--- src/rtl/spi_slave_if.sv ---
// spi_slave_if -- serial front end of the SPI slave.
//
// Shifts MOSI in MSB first and assembles 10-bit words {opcode[1:0], payload[7:0]}
// for the downstream memory block (rx_data / rx_valid). For read-data frames it
// takes the 8-bit word the memory block returns (tx_data / tx_valid) and shifts
// it out on MISO, MSB first. Everything runs on the rising edge of the SPI clock.
//
// Ports:
//   clk       in   SPI serial clock, rising edge active
//   rst       in   synchronous reset, active high
//   SS_n      in   slave select, active low frame enable
//   MOSI      in   serial data from master
//   MISO      out  serial data to master
//   rx_data   out  received word {opcode, payload}
//   rx_valid  out  one-cycle strobe marking rx_data valid
//   tx_data   in   read data from the memory block
//   tx_valid  in   memory block accepted a read-data opcode
//   frame_err out  (only with SPI_FRAME_ERR_EN) one-cycle pulse on an aborted frame
//
// Optional feature macro: SPI_FRAME_ERR_EN adds the frame_err output.

module spi_slave_if #(
  parameter int FRAME_W = 10,
  parameter int DATA_W  = 8
) (
  input  logic               clk,
  input  logic               rst,
  input  logic               SS_n,
  input  logic               MOSI,
  output logic               MISO,
  output logic [FRAME_W-1:0] rx_data,
  output logic               rx_valid,
  input  logic [DATA_W-1:0]  tx_data,
  input  logic               tx_valid
`ifdef SPI_FRAME_ERR_EN
  ,
  output logic               frame_err
`endif
);

  localparam logic [2:0] IDLE      = 3'd0;
  localparam logic [2:0] CHK_CMD   = 3'd1;
  localparam logic [2:0] WRITE     = 3'd2;
  localparam logic [2:0] READ_ADD  = 3'd3;
  localparam logic [2:0] READ_DATA = 3'd4;

  // The bit counter keeps running past the end of the frame so that it also
  // times the read-data return path:
  //   1..9  bits received so far, 10 = frame complete (cycle R),
  //   11    = cycle R+1 (tx_data load at its end),
  //   12..19 = MISO output cycles R+2..R+9, 20 = finished (saturates).
  localparam logic [4:0] CNT_LAST_BIT = 5'd9;
  localparam logic [4:0] CNT_DONE     = 5'd10;
  localparam logic [4:0] CNT_LOAD     = 5'd11;
  localparam logic [4:0] CNT_OUT_FIRST = 5'd12;
  localparam logic [4:0] CNT_OUT_LAST  = 5'd19;
  localparam logic [4:0] CNT_END      = 5'd20;

  logic [2:0]         state_q, state_d;
  logic [4:0]         cnt_q, cnt_d;
  logic [FRAME_W-2:0] shift_q, shift_d;
  logic [FRAME_W-1:0] rx_data_q, rx_data_d;
  logic               rx_valid_q, rx_valid_d;
  logic               rd_addr_q, rd_addr_d;
  logic [DATA_W-1:0]  tx_shift_q, tx_shift_d;
  logic               tx_go_q, tx_go_d;
  logic               miso_q, miso_d;
`ifdef SPI_FRAME_ERR_EN
  logic               frame_err_q, frame_err_d;
`endif

  // Next-state logic. A deselect (SS_n high) in any active state takes
  // priority over everything else and drops the partial frame; the
  // rd_addr flag and the last rx_data are left untouched by an abort.
  always_comb begin
    state_d    = state_q;
    cnt_d      = cnt_q;
    shift_d    = shift_q;
    rx_data_d  = rx_data_q;
    rx_valid_d = 1'b0;
    rd_addr_d  = rd_addr_q;
    tx_shift_d = tx_shift_q;
    tx_go_d    = tx_go_q;
    miso_d     = 1'b0;
`ifdef SPI_FRAME_ERR_EN
    frame_err_d = 1'b0;
`endif

    if (state_q != IDLE && SS_n) begin
      state_d    = IDLE;
      cnt_d      = '0;
      tx_shift_d = '0;
      tx_go_d    = 1'b0;
`ifdef SPI_FRAME_ERR_EN
      frame_err_d = (cnt_q < CNT_DONE) ||
                    (state_q == READ_DATA && tx_go_q &&
                     cnt_q >= CNT_LOAD && cnt_q < CNT_END);
`endif
    end else begin
      case (state_q)
        IDLE: begin
          if (!SS_n) begin
            state_d    = CHK_CMD;
            cnt_d      = '0;
            tx_shift_d = '0;
            tx_go_d    = 1'b0;
          end
        end

        // Bit 9 picks the path; the read path depends on whether an
        // address frame has already been seen.
        CHK_CMD: begin
          shift_d = {{(FRAME_W-2){1'b0}}, MOSI};
          cnt_d   = 5'd1;
          if (!MOSI)
            state_d = WRITE;
          else if (!rd_addr_q)
            state_d = READ_ADD;
          else
            state_d = READ_DATA;
        end

        default: begin
          if (cnt_q < CNT_LAST_BIT) begin
            shift_d = {shift_q[FRAME_W-3:0], MOSI};
            cnt_d   = cnt_q + 5'd1;
          end else if (cnt_q == CNT_LAST_BIT) begin
            rx_data_d  = {shift_q, MOSI};
            rx_valid_d = 1'b1;
            cnt_d      = CNT_DONE;
            if (shift_q[FRAME_W-2 -: 2] == 2'b10)
              rd_addr_d = 1'b1;
            else if (shift_q[FRAME_W-2 -: 2] == 2'b11)
              rd_addr_d = 1'b0;
          end else if (cnt_q < CNT_END) begin
            cnt_d = cnt_q + 5'd1;
          end

          // Return path: tx_valid is looked at during R, the memory's
          // registered data is captured one cycle later, then shifted out.
          if (state_q == READ_DATA) begin
            if (cnt_q == CNT_DONE)
              tx_go_d = tx_valid;
            if (cnt_q == CNT_LOAD && tx_go_q)
              tx_shift_d = tx_data;
            else if (cnt_q >= CNT_OUT_FIRST && cnt_q < CNT_END)
              tx_shift_d = {tx_shift_q[DATA_W-2:0], 1'b0};
          end

          if (state_q == READ_DATA && cnt_d >= CNT_OUT_FIRST && cnt_d <= CNT_OUT_LAST)
            miso_d = tx_shift_d[DATA_W-1];
        end
      endcase
    end
  end

  // State registers with synchronous reset.
  always_ff @(posedge clk) begin
    if (rst) begin
      state_q    <= IDLE;
      cnt_q      <= '0;
      shift_q    <= '0;
      rx_data_q  <= '0;
      rx_valid_q <= 1'b0;
      rd_addr_q  <= 1'b0;
      tx_shift_q <= '0;
      tx_go_q    <= 1'b0;
      miso_q     <= 1'b0;
`ifdef SPI_FRAME_ERR_EN
      frame_err_q <= 1'b0;
`endif
    end else begin
      state_q    <= state_d;
      cnt_q      <= cnt_d;
      shift_q    <= shift_d;
      rx_data_q  <= rx_data_d;
      rx_valid_q <= rx_valid_d;
      rd_addr_q  <= rd_addr_d;
      tx_shift_q <= tx_shift_d;
      tx_go_q    <= tx_go_d;
      miso_q     <= miso_d;
`ifdef SPI_FRAME_ERR_EN
      frame_err_q <= frame_err_d;
`endif
    end
  end

  assign MISO     = miso_q;
  assign rx_data  = rx_data_q;
  assign rx_valid = rx_valid_q;
`ifdef SPI_FRAME_ERR_EN
  assign frame_err = frame_err_q;
`endif

endmodule

--- config.mk ---
export PLATFORM = sky130hd
export DESIGN_NAME = spi_slave_if
export DESIGN_NICKNAME = d
export VERILOG_FILES = /design/src/rtl/spi_slave_if.sv
export SDC_FILE = /design/constraint.sdc
export NUM_CORES = 1
export LEC_CHECK = 0
export ABC_AREA = 1
export CORE_ASPECT_RATIO = 0.75
export CORE_UTILIZATION = 49
export DETAILED_ROUTE_END_ITERATION = 10
export MAX_ROUTING_LAYER = met4
export PLACE_DENSITY_LB_ADDON = 0.15
export SLEW_MARGIN = 15
export SYNTH_ARGS = -nofsm -noshare
export SYNTH_HDL_FRONTEND = slang
export SYNTH_SLANG_ARGS = --single-unit
--- constraint.sdc ---
create_clock -name clk -period 1.5 [get_ports clk]
set_clock_uncertainty 0.15 [all_clocks]
set_input_delay 0.3 -clock clk [delete_from_list [all_inputs] [get_ports clk]]
set_output_delay 0.3 -clock clk [all_outputs]
set_load 0.05 [all_outputs]
==> flow_summary.ini, run 1 <==
[status]
run_status = completed

[critical_path]
rr_startpoint = cnt_q[1]$_SDFFE_PP0N_
crit_path_top_delay_cell = dfxtp_4
crit_start = cnt_q[1]$_SDFFE_PP0N_
critPathKind = flip-flop to flip-flop
path_buf_inv = 2
worstPathArrival_ns = 1.58
end_kind = flip-flop
critPathLaunchType = flip-flop
cp.required_ns = 1.58
critical-path-top-delay-family = simple AND/OR/NAND/NOR gates
crit_fanout = 8
max_stage_delay_ns = 0.37
path_cells = buf_6 -> nor2_4 -> nand2_2 -> nand2_2 -> nand2_4 -> nor3_4 -> buf_6 -> nand2_1 -> a21oi_1

[cells_and_area]
layout_commonest_cell = nand2_1
stdcell_area_sq_mm = 0.00304
multi_input_area_sq_mm = 0.00129
drive_gt1_share_pct = 40.4
layout_common_cells = nand2_1 (69), buf_4 (35), dfxtp_1 (33)
final_nets = 356
syn_to_final_growth_pct = 59.0
antenna_cells = 0
nFillCells = 226
seq_area_sq_um = 798

[grt]
grt_first_pass_wirelength_um = 7940
grt_max_degree = 13
grt_pass1_vias = 1771
grt_overflow_total = 0
track_usage_pct = 26.0
antenna_found_initial = 0

[placement]
gp_congestion = 0.883
dp_hpwl_um = 3620
port_buffers = 24
dpl_cell_area_sq_mm = 0.00261

[cts]
cts_tree = built
h-tree-depth = 2
clockRootBuffer = clkbuf_8
cts_buffers = 5
clk_latency_ns = 0.30
clockBufferDepth = 2
clk_pin_slew_worst_paths_ns = 0.08
cts.sinks = 39

[timing]
period_share_pct = 99.6
setup_violations = 0
slew_headroom_pct = 83.4
worst_pin_slew_ns = 0.248
fmax_mhz = 670
slew_violations = 0
grt_setup_unrepaired = true
fin_crit_ns = 1.49
finalHoldViolCount = 0

[synth]
ys_types = 30
ys_warn_count = 0
synth_area_per_cell_sq_um = 7.06
ys_seq_area_share_pct = 40.8
syn-num-nets = 289
syn_inst = 271
synth_area_sq_mm = 0.00191
ys_ff_latch = 39

[drt]
drt-pass1-iter-count = 4
ant_nets = 0
finalWirelength_um = 5500
drt-initial-drc-count = 136
via_per_inst = 5.23
met1_length_um = 2550
met2WireLength_um = 2510
drc = 0
highest-signal-layer = met4
num_vias = 2044
wl_per_cell_um = 14.1
dr_wl_met3_um = 339

[floorplanning]
io_pins = 25
num_rows = 19
die_area_sq_mm = 0.00416
die_w_um = 74.2
start_util_pct = 51.6
die_h_um = 56.1
core-area_sq_mm = 0.00371

[run]
maxCapViolations = 0

[hold_path]
hold_class = flip-flop to flip-flop
hold_start = tx_shift_q[5]$_SDFFE_PP0P_

[power]
leakagePower_nw = 1.25
p_total_mw = 2.38
ir_drop_uv = 820
power_density_mw_per_mm2 = 782
==> kinds of logic after synthesis <==
group           share of synthesized area, %
buf+inv                                 6.34
fa+ha+maj                               3.27
compound gates                          13.0
flops                                   40.8
xor+xnor                               0.458
simple gates                            36.1
==> repair_timing <==
action | CTS | global route
hold buffers | 0 | 0
resized for setup | 15 | 70
setup buffers | 1 | 2
setup endpoints to repair | 31 | 37
endpoints found under the hold margin | 0 | 0
gates cloned | 0 | 1
pin swaps | 11 | 32
==> registers in the layout, summed over array words and instances (netlist names) <==
name / cells
MISO: 1
cnt_q: 5
rd_addr_q: 1
rx_data: 10
rx_valid: 1
shift_q: 9
state_q: 3
tx_go_q: 1
tx_shift_q: 8
==> worst register-to-register path, stage by stage, from the launching register on <==
cell and delay (ns):
dfxtp_4 0.37, buf_6 0.12, nor2_4 0.10, nand2_2 0.07, nand2_2 0.08, nand2_4 0.07, nor3_4 0.13, buf_6 0.15
nand2_1 0.06, a21oi_1 0.14
==> cells in the mapped netlist <==
library cell / instances / area, sq um
o211ai_1: 1 / 7.51
buf_4: 1 / 7.51
a21boi_2: 1 / 11.3
nor3b_1: 1 / 7.51
nand2_2: 3 / 18.8
a21oi_1: 30 / 150
buf_2: 4 / 20.0
o21ai_2: 1 / 8.76
xor2_1: 1 / 8.76
nand3_1: 24 / 120
nor3_1: 1 / 5.00
nand3b_1: 2 / 15.0
nor3_4: 2 / 32.5
nor2_4: 1 / 11.3
ha_1: 5 / 62.6
nor2_2: 1 / 6.26
o21ai_1: 10 / 50.1
o21ai_0: 1 / 5.00
a21oi_2: 1 / 8.76
nand3_2: 2 / 20.0
dfxtp_1: 39 / 781
nor3_2: 1 / 10.0
nand2_1: 83 / 312
inv_1: 16 / 60.1
nand4_4: 1 / 21.3
a211oi_1: 1 / 7.51
clkbuf_1: 2 / 7.51
nor2_1: 25 / 93.8
inv_2: 7 / 26.3
nand4_1: 3 / 18.8
==> area by class of cell <==
type	count	share of cell area (%)
Multi-Input combinational cell	203	42.3
Sequential cell	39	26.2
Timing Repair Buffer	66	23.3
Inverter	23	3.25
Clock buffer	6	2.38
Tap cell	52	2.14
Clock inverter	2	0.411
==> stage by stage <==
stage	instances	hold WS (ns)	setup slack (ns)	setup TNS (ns)	utilization [%]
6_report	391	0.321	0.00669	0	82.1
4_1_cts	388	0.320	-0.0472	-0.392	74.3
3_3_place_gp	379	0.299	-0.216	-5.74	70.4
3_5_place_dp	379	0.309	-0.246	-6.03	70.4
2_1_floorplan	271	0.285	0.0118	0	-
5_1_grt	391	0.343	-0.0873	-0.921	82.1
==> power by group <==
part	switching (mW)	internal, mW
Clock	0.385	0.325
Combinational	0.329	0.259
Sequential	0.0275	1.06
Total	0.742	1.64
==> worst paths after layout <==
path	to	slack (ns)	depth (start not counted)
setup / recovery	shift_q[5]$_SDFFE_PP0P_	0.007	9
hold / removal	tx_shift_q[5]$_SDFFE_PP0P_	0.32	2
setup reg to reg	shift_q[5]$_SDFFE_PP0P_	0.007	9
hold reg to reg	tx_shift_q[5]$_SDFFE_PP0P_	0.32	2
==> layer usage <==
metal	vias to the layer above	GRT usage (%)
met5	-	-
met4	0	8.52
met3	11	4.89
met2	79	36.4
met1	937	37.3
li1	1017	-
(Power assumes the default switching activity.)
==> run 2, diff against run 1 <==
--- a/config.mk
+++ b/config.mk
@@ -9,6 +9,7 @@
 export CORE_ASPECT_RATIO = 0.75
 export CORE_UTILIZATION = 49
 export DETAILED_ROUTE_END_ITERATION = 10
+export GPL_ROUTABILITY_DRIVEN = 0
 export MAX_ROUTING_LAYER = met4
 export PLACE_DENSITY_LB_ADDON = 0.15
 export SLEW_MARGIN = 15
==> results of run 2 <==
No change in the layout: final DEF, timing and power equal those of run 1.
==> run 3, diff against run 2 <==
--- a/config.mk
+++ b/config.mk
@@ -16,3 +16,4 @@
 export SYNTH_ARGS = -nofsm -noshare
 export SYNTH_HDL_FRONTEND = slang
 export SYNTH_SLANG_ARGS = --single-unit
+export TNS_END_PERCENT = 20
==> flow_summary.ini, run 3 (same netlist as run 1, synthesis figures left out) <==
[status]
run_status = finished with violations
violations = negative setup slack

[cts]
clk_pin_slew_worst_paths_ns = 0.08
h-tree-depth = 2
hold_buffers = 0
cts_buffers = 5
cts_tree = built
clockBufferDepth = 2
clockRootBuffer = clkbuf_8
cts.sinks = 39
clk_latency_ns = 0.30

[cells_and_area]
drive_gt1_share_pct = 38.6
antenna_cells = 0
syn_to_final_growth_pct = 56.8
layout_commonest_cell = nand2_1
largest_register_ffs = 10
final_nets = 356
layout_common_cells = nand2_1 (71), buf_4 (35), dfxtp_1 (33)
fin_cells = 391
stdcell_area_sq_mm = 0.00300

[timing]
setup_violations = 11
finalHoldViolCount = 0
grt_setup_unrepaired = true
slew_violations = 0
period_share_pct = 103
slew_headroom_pct = 82.9
fin_crit_ns = 1.54
fmax_mhz = 650
fin_ws_ns = -0.0395
holdWs_ns = 0.319
worst_pin_slew_ns = 0.256

[grt]
grt_max_degree = 13
grt_first_pass_wirelength_um = 7940
grt_pass1_vias = 1762
grt_overflow_total = 0
antenna_found_initial = 0
track_usage_pct = 26.0

[hold_path]
hold_class = flip-flop to flip-flop

[floorplanning]
die_w_um = 74.2
core-area_sq_mm = 0.00371
die_h_um = 56.1
io_pins = 25
num_rows = 19
start_util_pct = 51.6
die_area_sq_mm = 0.00416

[critical_path]
max_stage_delay_ns = 0.37
path_cells = buf_6 -> nor2_4 -> nand2_2 -> nand2_2 -> nand2_4 -> nor3_4 -> buf_6 -> nand2_1 -> a21oi_1
crit_path_top_delay_cell = dfxtp_4
critical-path-top-delay-family = simple AND/OR/NAND/NOR gates
end_kind = flip-flop
critPathLaunchType = flip-flop
cp.required_ns = 1.58
crit_fanout = 8
rrSetupSlack_ns = -0.04
critPathKind = flip-flop to flip-flop
path_buf_inv = 2
worstPathArrival_ns = 1.62

[drt]
wl_per_cell_um = 14.5
finalWirelength_um = 5680
via_per_inst = 5.26
drt-pass1-iter-count = 4
drt-initial-drc-count = 132
ant_nets = 0
num_vias = 2057
drc = 0

[power]
leakagePower_nw = 1.25
ir_drop_uv = 824
power_density_mw_per_mm2 = 792

[run]
maxCapViolations = 0

[placement]
port_buffers = 24
placedCellCount = 379
dp_hpwl_um = 3620
dpl_cell_area_sq_mm = 0.00261
==> run 3: changes by cell type in the layout (fill, tap and decap cells not counted) <==
cell	previous run	this run
inv_2	8	9
nor2_1	17	19
nand2_1	69	71
nand2_4	4	2
nand3_2	5	3
inv_6	1	0
a21oi_4	1	0
nor2_2	7	5
a21oi_2	10	11
nand3_1	18	20
==> run 3: repair_timing <==
item	4_1_cts	5_1_grt
resized for setup	13	61
setup endpoints to repair	31	37
setup buffers	1	2
pin swaps	15	24
gates cloned	0	1
==> run 3: metrics by stage <==
| stage | setup WS (ns) | util, % | total power, mW | TNS (ns) |
|---|---|---|---|---|
| after floorplan | 0.0118 | - | 1.32 | 0 |
| after global placement | -0.216 | 70.4 | 1.53 | -5.74 |
| after detailed placement | -0.246 | 70.4 | 1.54 | -6.03 |
| after CTS | -0.0484 | 74.0 | 2.25 | -0.240 |
| after global routing | -0.0833 | 80.9 | 2.47 | -1.40 |
| final | -0.0395 | 80.9 | 2.38 | -0.147 |
==> run 3: area by class of cell <==
type                    count  area (sq um)
fillers                   240           707
clock buffers               6          72.6
inverters                  23          93.8
clock inverters             2          12.5
multi-input cells         203          1250
flip-flops and latches     39           798
repair buffers             66           711
well taps                  52          65.1
==> run 3: where the power goes <==
part	total (mW)	internal [mW]	switching, mW
logic	0.587	0.257	0.330
clock network	0.707	0.325	0.382
registers	1.08	1.06	0.0273
==> run 3: final timing paths <==
kind | cells after the start | startpoint | endpoint
worst max-delay path | 9 | cnt_q[1]$_SDFFE_PP0N_ | shift_q[5]$_SDFFE_PP0P_
worst min-delay path | 2 | tx_shift_q[4]$_SDFFE_PP0P_ | tx_shift_q[4]$_SDFFE_PP0P_
worst max register to register | 9 | cnt_q[1]$_SDFFE_PP0N_ | shift_q[5]$_SDFFE_PP0P_
worst min register to register | 2 | tx_shift_q[4]$_SDFFE_PP0P_ | tx_shift_q[4]$_SDFFE_PP0P_
==> run 3: worst reg2reg max path, delay by kind of cell, from the launching register on <==
kind | cells | cell delay, ns
buf+inv | 2 | 0.28
simple gates | 6 | 0.54
flops | 1 | 0.37
compound gates | 1 | 0.14
==> run 3: per-layer routing <==
| layer | up-vias | share of wire [%] | GRT usage (%) |
|---|---|---|---|
| met5 | - | 0 | - |
| met4 | 0 | 0.97 | 8.52 |
| met3 | 6 | 7.9 | 4.89 |
| met2 | 87 | 47 | 36.4 |
| met1 | 945 | 45 | 37.4 |
| li1 | 1019 | - | - |
